==> config.mk <==
export PLATFORM = sky130hd
export DESIGN_NAME = ycbcr2rgb
export DESIGN_NICKNAME = d
export VERILOG_FILES = /design/src/rtl/ycbcr_pkg.sv /design/src/rtl/ycbcr2rgb_chan.sv /design/src/rtl/ycbcr2rgb.sv
export SDC_FILE = /design/constraint.sdc
export NUM_CORES = 2
export LEC_CHECK = 0
export CORE_UTILIZATION = 35
export DETAILED_ROUTE_END_ITERATION = 12
export GPL_ROUTABILITY_DRIVEN = 1
export SLEW_MARGIN = 25
export SYNTH_ARGS = -nofsm -noshare
export SYNTH_HDL_FRONTEND = slang
export SYNTH_SLANG_ARGS = --single-unit
==> constraint.sdc <==
create_clock -name clk -period 6.2 [get_ports clk]
set_input_delay 0.93 -clock clk [delete_from_list [all_inputs] [get_ports clk]]
set_output_delay 0.93 -clock clk [all_outputs]
set_load 0.02 [all_outputs]
==> src/rtl/ycbcr_pkg.sv <==
// rtl/ycbcr_pkg.sv - shared widths, BT.601 default coefficients and coefficient-set types for ycbcr2rgb
package ycbcr_pkg;

  localparam int PIX_W         = 8;
  localparam int COEF_W        = 18;
  localparam int CHROMA_OFS    = 128;
  localparam int DIFF_W        = PIX_W + 1;
  localparam int PROD_W        = 27;
  localparam int SUM_W         = 29;
  localparam int COEF_FRAC_DEF = 16;

  // BT.601 full-range inverse coefficients in Q1.16
  localparam int KRCR_BT601 = 91881;
  localparam int KGCB_BT601 = -22553;
  localparam int KGCR_BT601 = -46802;
  localparam int KBCB_BT601 = 116130;

  typedef enum logic {
    COEF_IDLE = 1'b0,
    COEF_PEND = 1'b1
  } coef_state_e;

  typedef struct packed {
    logic signed [COEF_W-1:0] kr_cr;
    logic signed [COEF_W-1:0] kg_cb;
    logic signed [COEF_W-1:0] kg_cr;
    logic signed [COEF_W-1:0] kb_cb;
  } coef_set_t;

  // Offset-binary chroma to signed two's complement difference (range -128..127)
  function automatic logic signed [DIFF_W-1:0] chroma_diff(input logic [PIX_W-1:0] c);
    return DIFF_W'({1'b0, c}) - DIFF_W'(CHROMA_OFS);
  endfunction

endpackage

==> src/rtl/ycbcr2rgb_chan.sv <==
// rtl/ycbcr2rgb_chan.sv - one output channel: Y plus two coefficient products, optional rounding (YCBCR2RGB_ROUND_EN), saturation
module ycbcr2rgb_chan
  import ycbcr_pkg::*;
#(
  parameter int COEF_FRAC = COEF_FRAC_DEF
) (
  input  logic                     clk,
  input  logic                     rst,
  input  logic        [PIX_W-1:0]  y_i,
  input  logic signed [DIFF_W-1:0] d0_i,
  input  logic signed [DIFF_W-1:0] d1_i,
  input  logic signed [COEF_W-1:0] k0_i,
  input  logic signed [COEF_W-1:0] k1_i,
  output logic        [PIX_W-1:0]  pix_o
);

  // Only the integer part of the sum (plus sign) is kept past S3
  localparam int HI_W = SUM_W - COEF_FRAC;

`ifdef YCBCR2RGB_ROUND_EN
  localparam logic signed [SUM_W-1:0] RND = SUM_W'(1) <<< (COEF_FRAC - 1);
`else
  localparam logic signed [SUM_W-1:0] RND = '0;
`endif

  logic        [PIX_W-1:0]  y2_d,  y2_q;
  logic signed [PROD_W-1:0] p0_d,  p0_q;
  logic signed [PROD_W-1:0] p1_d,  p1_q;
  logic signed [SUM_W-1:0]  y_ext, p0_ext, p1_ext;
  logic signed [HI_W-1:0]   sum_d, sum_q;
  logic        [PIX_W-1:0]  pix_d, pix_q;

  // S2: 9x18 signed products, operands sign-extended to the product width
  always_comb begin
    y2_d = y_i;
    p0_d = $signed({{(PROD_W-DIFF_W){d0_i[DIFF_W-1]}}, d0_i})
         * $signed({{(PROD_W-COEF_W){k0_i[COEF_W-1]}}, k0_i});
    p1_d = $signed({{(PROD_W-DIFF_W){d1_i[DIFF_W-1]}}, d1_i})
         * $signed({{(PROD_W-COEF_W){k1_i[COEF_W-1]}}, k1_i});
  end

  // S3: align Y to the coefficient binary point, accumulate, keep integer part
  always_comb begin
    y_ext  = $signed({{(SUM_W-PIX_W-COEF_FRAC){1'b0}}, y2_q, {COEF_FRAC{1'b0}}});
    p0_ext = $signed({{(SUM_W-PROD_W){p0_q[PROD_W-1]}}, p0_q});
    p1_ext = $signed({{(SUM_W-PROD_W){p1_q[PROD_W-1]}}, p1_q});
    sum_d  = HI_W'((y_ext + p0_ext + p1_ext + RND) >>> COEF_FRAC);
  end

  // S4: clamp to 0..255
  always_comb begin
    if (sum_q[HI_W-1]) begin
      pix_d = '0;
    end else if (sum_q[HI_W-2:PIX_W] != '0) begin
      pix_d = '1;
    end else begin
      pix_d = sum_q[PIX_W-1:0];
    end
  end

  // Data stages are don't-care after reset; only the visible output is cleared
  always_ff @(posedge clk) begin
    y2_q  <= y2_d;
    p0_q  <= p0_d;
    p1_q  <= p1_d;
    sum_q <= sum_d;
  end

  // Output register
  always_ff @(posedge clk) begin
    if (rst) begin
      pix_q <= '0;
    end else begin
      pix_q <= pix_d;
    end
  end

  assign pix_o = pix_q;

endmodule

==> src/rtl/ycbcr2rgb.sv <==
// rtl/ycbcr2rgb.sv - Y/Cb/Cr to RGB, latency 4, frame-synchronous coefficient update; YCBCR2RGB_ROUND_EN selects rounding
module ycbcr2rgb
  import ycbcr_pkg::*;
#(
  parameter int COEF_FRAC = COEF_FRAC_DEF,
  parameter int KRCR_DEF  = KRCR_BT601,
  parameter int KGCB_DEF  = KGCB_BT601,
  parameter int KGCR_DEF  = KGCR_BT601,
  parameter int KBCB_DEF  = KBCB_BT601
) (
  input  logic                     clk,
  input  logic                     rst,
  input  logic                     coef_wr_i,
  input  logic signed [COEF_W-1:0] kr_cr_i,
  input  logic signed [COEF_W-1:0] kg_cb_i,
  input  logic signed [COEF_W-1:0] kg_cr_i,
  input  logic signed [COEF_W-1:0] kb_cb_i,
  output logic                     coef_pend_o,
  input  logic                     dv_i,
  input  logic                     hs_i,
  input  logic                     vs_i,
  input  logic        [PIX_W-1:0]  y_i,
  input  logic        [PIX_W-1:0]  cb_i,
  input  logic        [PIX_W-1:0]  cr_i,
  output logic                     dv_o,
  output logic                     hs_o,
  output logic                     vs_o,
  output logic        [PIX_W-1:0]  r_o,
  output logic        [PIX_W-1:0]  g_o,
  output logic        [PIX_W-1:0]  b_o
);

  localparam int LAT = 4;

  localparam coef_set_t DEF_SET = '{
    kr_cr: COEF_W'(KRCR_DEF),
    kg_cb: COEF_W'(KGCB_DEF),
    kg_cr: COEF_W'(KGCR_DEF),
    kb_cb: COEF_W'(KBCB_DEF)
  };

  coef_state_e state_d, state_q;
  coef_set_t   shadow_d, shadow_q;
  coef_set_t   active_d, active_q;
  coef_set_t   wr_set;
  logic        vs_d, vs_q;
  logic        vs_rise;
  logic        xfer;

  logic [LAT-1:0][2:0] ctrl_d, ctrl_q;

  logic        [PIX_W-1:0]  y1_d,   y1_q;
  logic signed [DIFF_W-1:0] dcb1_d, dcb1_q;
  logic signed [DIFF_W-1:0] dcr1_d, dcr1_q;
  coef_set_t                kset1_d, kset1_q;

  // Coefficient FSM: a write always wins over a coincident vsync edge
  always_comb begin
    state_d  = state_q;
    shadow_d = shadow_q;
    active_d = active_q;
    xfer     = 1'b0;
    vs_d     = vs_i;
    vs_rise  = vs_i & ~vs_q;
    wr_set   = '{kr_cr: kr_cr_i, kg_cb: kg_cb_i, kg_cr: kg_cr_i, kb_cb: kb_cb_i};
    case (state_q)
      COEF_IDLE: begin
        if (coef_wr_i) begin
          shadow_d = wr_set;
          state_d  = COEF_PEND;
        end
      end
      COEF_PEND: begin
        if (coef_wr_i) begin
          shadow_d = wr_set;
        end else if (vs_rise) begin
          active_d = shadow_q;
          xfer     = 1'b1;
          state_d  = COEF_IDLE;
        end
      end
      default: state_d = COEF_IDLE;
    endcase
  end

  // Control delay line, matched to the 4-stage datapath
  always_comb begin
    ctrl_d[0] = {dv_i, hs_i, vs_i};
    for (int i = 1; i < LAT; i++) begin
      ctrl_d[i] = ctrl_q[i-1];
    end
  end

  // S1: the pixel in the transfer cycle already picks up the shadow set
  always_comb begin
    y1_d    = y_i;
    dcb1_d  = chroma_diff(cb_i);
    dcr1_d  = chroma_diff(cr_i);
    kset1_d = xfer ? shadow_q : active_q;
  end

  // Control state; vs_q resets high to mask a vsync rise right after reset
  always_ff @(posedge clk) begin
    if (rst) begin
      state_q  <= COEF_IDLE;
      shadow_q <= DEF_SET;
      active_q <= DEF_SET;
      vs_q     <= 1'b1;
      ctrl_q   <= '0;
    end else begin
      state_q  <= state_d;
      shadow_q <= shadow_d;
      active_q <= active_d;
      vs_q     <= vs_d;
      ctrl_q   <= ctrl_d;
    end
  end

  // S1 data registers, coefficient set travels with the pixel from here
  always_ff @(posedge clk) begin
    y1_q    <= y1_d;
    dcb1_q  <= dcb1_d;
    dcr1_q  <= dcr1_d;
    kset1_q <= kset1_d;
  end

  ycbcr2rgb_chan #(.COEF_FRAC(COEF_FRAC)) u_chan_r (
    .clk   (clk),
    .rst   (rst),
    .y_i   (y1_q),
    .d0_i  (dcr1_q),
    .d1_i  (dcb1_q),
    .k0_i  (kset1_q.kr_cr),
    .k1_i  ('0),
    .pix_o (r_o)
  );

  ycbcr2rgb_chan #(.COEF_FRAC(COEF_FRAC)) u_chan_g (
    .clk   (clk),
    .rst   (rst),
    .y_i   (y1_q),
    .d0_i  (dcb1_q),
    .d1_i  (dcr1_q),
    .k0_i  (kset1_q.kg_cb),
    .k1_i  (kset1_q.kg_cr),
    .pix_o (g_o)
  );

  ycbcr2rgb_chan #(.COEF_FRAC(COEF_FRAC)) u_chan_b (
    .clk   (clk),
    .rst   (rst),
    .y_i   (y1_q),
    .d0_i  (dcb1_q),
    .d1_i  (dcr1_q),
    .k0_i  (kset1_q.kb_cb),
    .k1_i  ('0),
    .pix_o (b_o)
  );

  assign coef_pend_o = (state_q == COEF_PEND);
  assign dv_o        = ctrl_q[LAT-1][2];
  assign hs_o        = ctrl_q[LAT-1][1];
  assign vs_o        = ctrl_q[LAT-1][0];

endmodule

==> impl_metrics.yaml <==
sta:
  min_period_ns: 5.718
  tightest_slew_ns: 0.8492
  slew_violations: 0
  min_period_over_period_pct: 92.23
  finalSetupTns_ns: 0
  rsz0062_at_grt: "no"
  clock_skew_ns: 0.03520
  hold_viol_final: 0
  fmax_ghz: 0.1749
  relSlewSlack_pct: 43.04
  setup_viol: 0
drt:
  wl_mm: 74.98
  drc: 0
  vias_per_cell: 4.644
  ant_nets: 0
  first_iter_violations: 1000
  firstDrtPassIters: 5
  via_count: 21366
  routedWlPerCell_um: 16.30
setup_path:
  worstSetupEndpointType: "flop"
  r2r-end: "u_chan_g.p1_q[25]"
  crit_required_ns: 6.73
  critPathLaunchType: "flop"
  r2r_start: "dcr1_q[1]"
  crit_start: "dcr1_q[1]"
  r2r_slack_ns: 0.48
  path_max_fanout: 16
  critPathArrivalTime_ns: 6.24
  r2r_cells: 16
  path_class: "reg -> reg"
logic_synthesis:
  synth-main-ff-cell: "dfxtp_1"
  syn_avg_cell_area_um2: 10.42
  ys_seq_area_share_pct: 23.93
  synth-async-reset-ratio_pct: 0
  syn-cell-area_mm2: 0.03338
  synth_edf_count: 0
  syn-num-nets: 4121
  synthTopCellsByArea: "fa_1 (33%), dfxtp_1 (24%), ha_1 (10%)"
  synth_top_area_share_pct: 32.62
  synth.largest_area_cell: "fa_1"
  ys_ff_latch: 399
  syn_inst: 3205
  synth.distinct_cells: 63
  ys_warn_count: 0
clock_network:
  cts_max_path_buffers: 3
  clk_latency_ns: 0.63
  hold_buffers: 0
  h-tree-depth: 2
  post_cts_buffers: 0
  cts_tree: "built"
  cts_resized: 0
  path_clk_slew_ns: 0.06
  root_buffer: "clkbuf_16"
  numCtsBuffers: 48
  clkSinkCount: 399
global_route:
  grt_antenna_before_repair: 0
  grt_start_max_net_pins: 87
  grt.overflow.total: 0
  grt_pass1_vias: 22781
  grt_pass1_wl_mm: 124.3
  grtUsageTotal_pct: 15.98
die:
  io_pins: 130
  core-area_mm2: 0.09389
  start_util_pct: 35.55
  die_x_um: 310.8
  rows: 112
  die_h_um: 310.8
  dieArea_mm2: 0.09661
cells_and_area:
  nFillCells: 9258
  nets: 4230
  antenna_cells: 0
  drive_above_1_share_pct: 6.304
  syn_to_final_growth_pct: 13.45
place:
  hpwl_mm: 59.31
  gp_congestion: 0.8677
  portBuffers: 129
pwr:
  ir_worst_vdd_mv: 0.2803
  power.total_uw: 14370
  power_density_mw_per_mm2: 379.3
  p_leak_uw: 0.01760
hold_path:
  holdCritStartpoint: "y1_q[4]"
  hold_path_class: "reg -> reg"
  hold_depth: 0
  hold-path-endpoint: "u_chan_b.y2_q[4]"
flow_run:
  maxCapViolCount: 0
status:
  outcome: "finished, final reports clean"
## registers in the layout (all words and copies together) (netlist names), 9 cells and up
| name | cells |
|---|---|
| u_chan_r.sum_q | 12 |
| u_chan_b.sum_q | 12 |
| u_chan_g.p0_q | 27 |
| kset1_q | 72 |
| ctrl_d | 9 |
| u_chan_g.sum_q | 13 |
| u_chan_r.p0_q | 11 |
| shadow_q | 72 |
| u_chan_g.p1_q | 27 |
| u_chan_b.p0_q | 11 |
| active_q | 72 |
## how the worst max path moves through the flow
stage	to	slack, ns	cells past startpoint
after floorplan	u_chan_g.p1_q[25]	0.84	21
after global placement	u_chan_g.p1_q[25]	0.64	19
after detailed placement	u_chan_g.p1_q[25]	0.55	16
after CTS	u_chan_g.p1_q[25]	0.47	16
after global routing	u_chan_g.p1_q[26]	0.15	18
final	u_chan_g.p1_q[25]	0.48	16
## worst max-delay path: stages, from the launching register on
cell	delay [ns]
dfxtp_1	0.70
buf_4	0.36
nand2_1	0.13
fa_1	0.64
inv_1	0.13
fa_1	0.49
fa_1	0.57
fa_1	0.42
ha_1	0.29
ha_1	0.32
inv_1	0.12
o21bai_1	0.08
a21o_1	0.21
or3_1	0.33
o221ai_2	0.24
or4b_1	0.47
o211ai_1	0.10
## layout by cell type (no fill, tap or decap), types with 48 or more instances in the layout
| master | instances |
|---|---|
| nor2b_1 | 161 |
| fa_1 | 544 |
| a21oi_1 | 51 |
| dfxtp_1 | 397 |
| nor2_1 | 84 |
| xnor2_1 | 78 |
| clkbuf_16 | 48 |
| and2_1 | 310 |
| clkdlybuf4s50_1 | 127 |
| inv_1 | 413 |
| buf_4 | 49 |
| ha_1 | 270 |
| nand2_1 | 293 |
## cells by family after synthesis
family                   share of synthesized area (%)
buffers and inverters                            6.023
XOR/XNOR                                         2.729
AO/OA/AOI/OAI                                    5.446
flip-flops                                       23.93
multiplexers                                     3.448
adder cells (fa/ha/maj)                          42.75
AND/OR/NAND/NOR                                  15.68
## area by class of cell
class / instances / area (um2) / share of cell area (%)
timing repair buffer: 181 / 1738 / 4.589
tap: 1254 / 1569 / 4.143
multi-input combinational: 2271 / 23390 / 61.75
inverter: 413 / 1550 / 4.093
clock buffer: 56 / 1261 / 3.330
sequential: 399 / 7990 / 21.10
clock inverter: 27 / 375.4 / 0.9911
## cell usage after synthesis, drive strengths merged, types with 8 or more instances
cell    instances
a21boi          8
a211o          41
nand2         293
nand4          11
inv           413
nor2b         161
a21oi          51
dfxtp         399
or2            43
xor2           26
a211oi          9
a21o           24
mux2i          34
and2          310
nand3          14
buf            12
mux2           72
nor3           29
ha            270
nand2b         13
nor2           84
o21ai          40
clkbuf        110
xnor2          78
o21a           33
o21bai         10
or3            14
fa            544
## per-layer routing
layer	vias to the layer above	track usage, %	share of wire (%)	wire, um
met4	0	3.023	1.5	1123
li1	10259	-	-	-
met2	376	24.87	43	32610
met5	-	0	0	0
met1	10659	23.40	50	37840
met3	72	2.593	4.5	3403
## power by group
group / leakage, uW / switching, uW / internal [uW] / total, uW
Clock: 0.000791 / 1220 / 1690 / 2900
Combinational: 0.0135 / 4290 / 3780 / 8070
Sequential: 0.00330 / 241 / 3150 / 3390
Total: 0.0176 / 5750 / 8610 / 14400
## per-stage QoR
stage | cell area, um2 | worst slack [ns] | cells | hold slack (ns) | util (%)
floorplan | 33380 | 0.8423 | 3205 | 0.3096 | -
global placement | 36210 | 0.6436 | 4517 | 0.3112 | 38.56
detailed placement | 36230 | 0.5454 | 4518 | 0.3121 | 38.59
CTS | 37870 | 0.4748 | 4601 | 0.3279 | 40.34
global route | 37870 | 0.1523 | 4601 | 0.3307 | 40.34
finish | 37870 | 0.4820 | 4601 | 0.3245 | 40.34
Power figures use the tool's default switching activity.
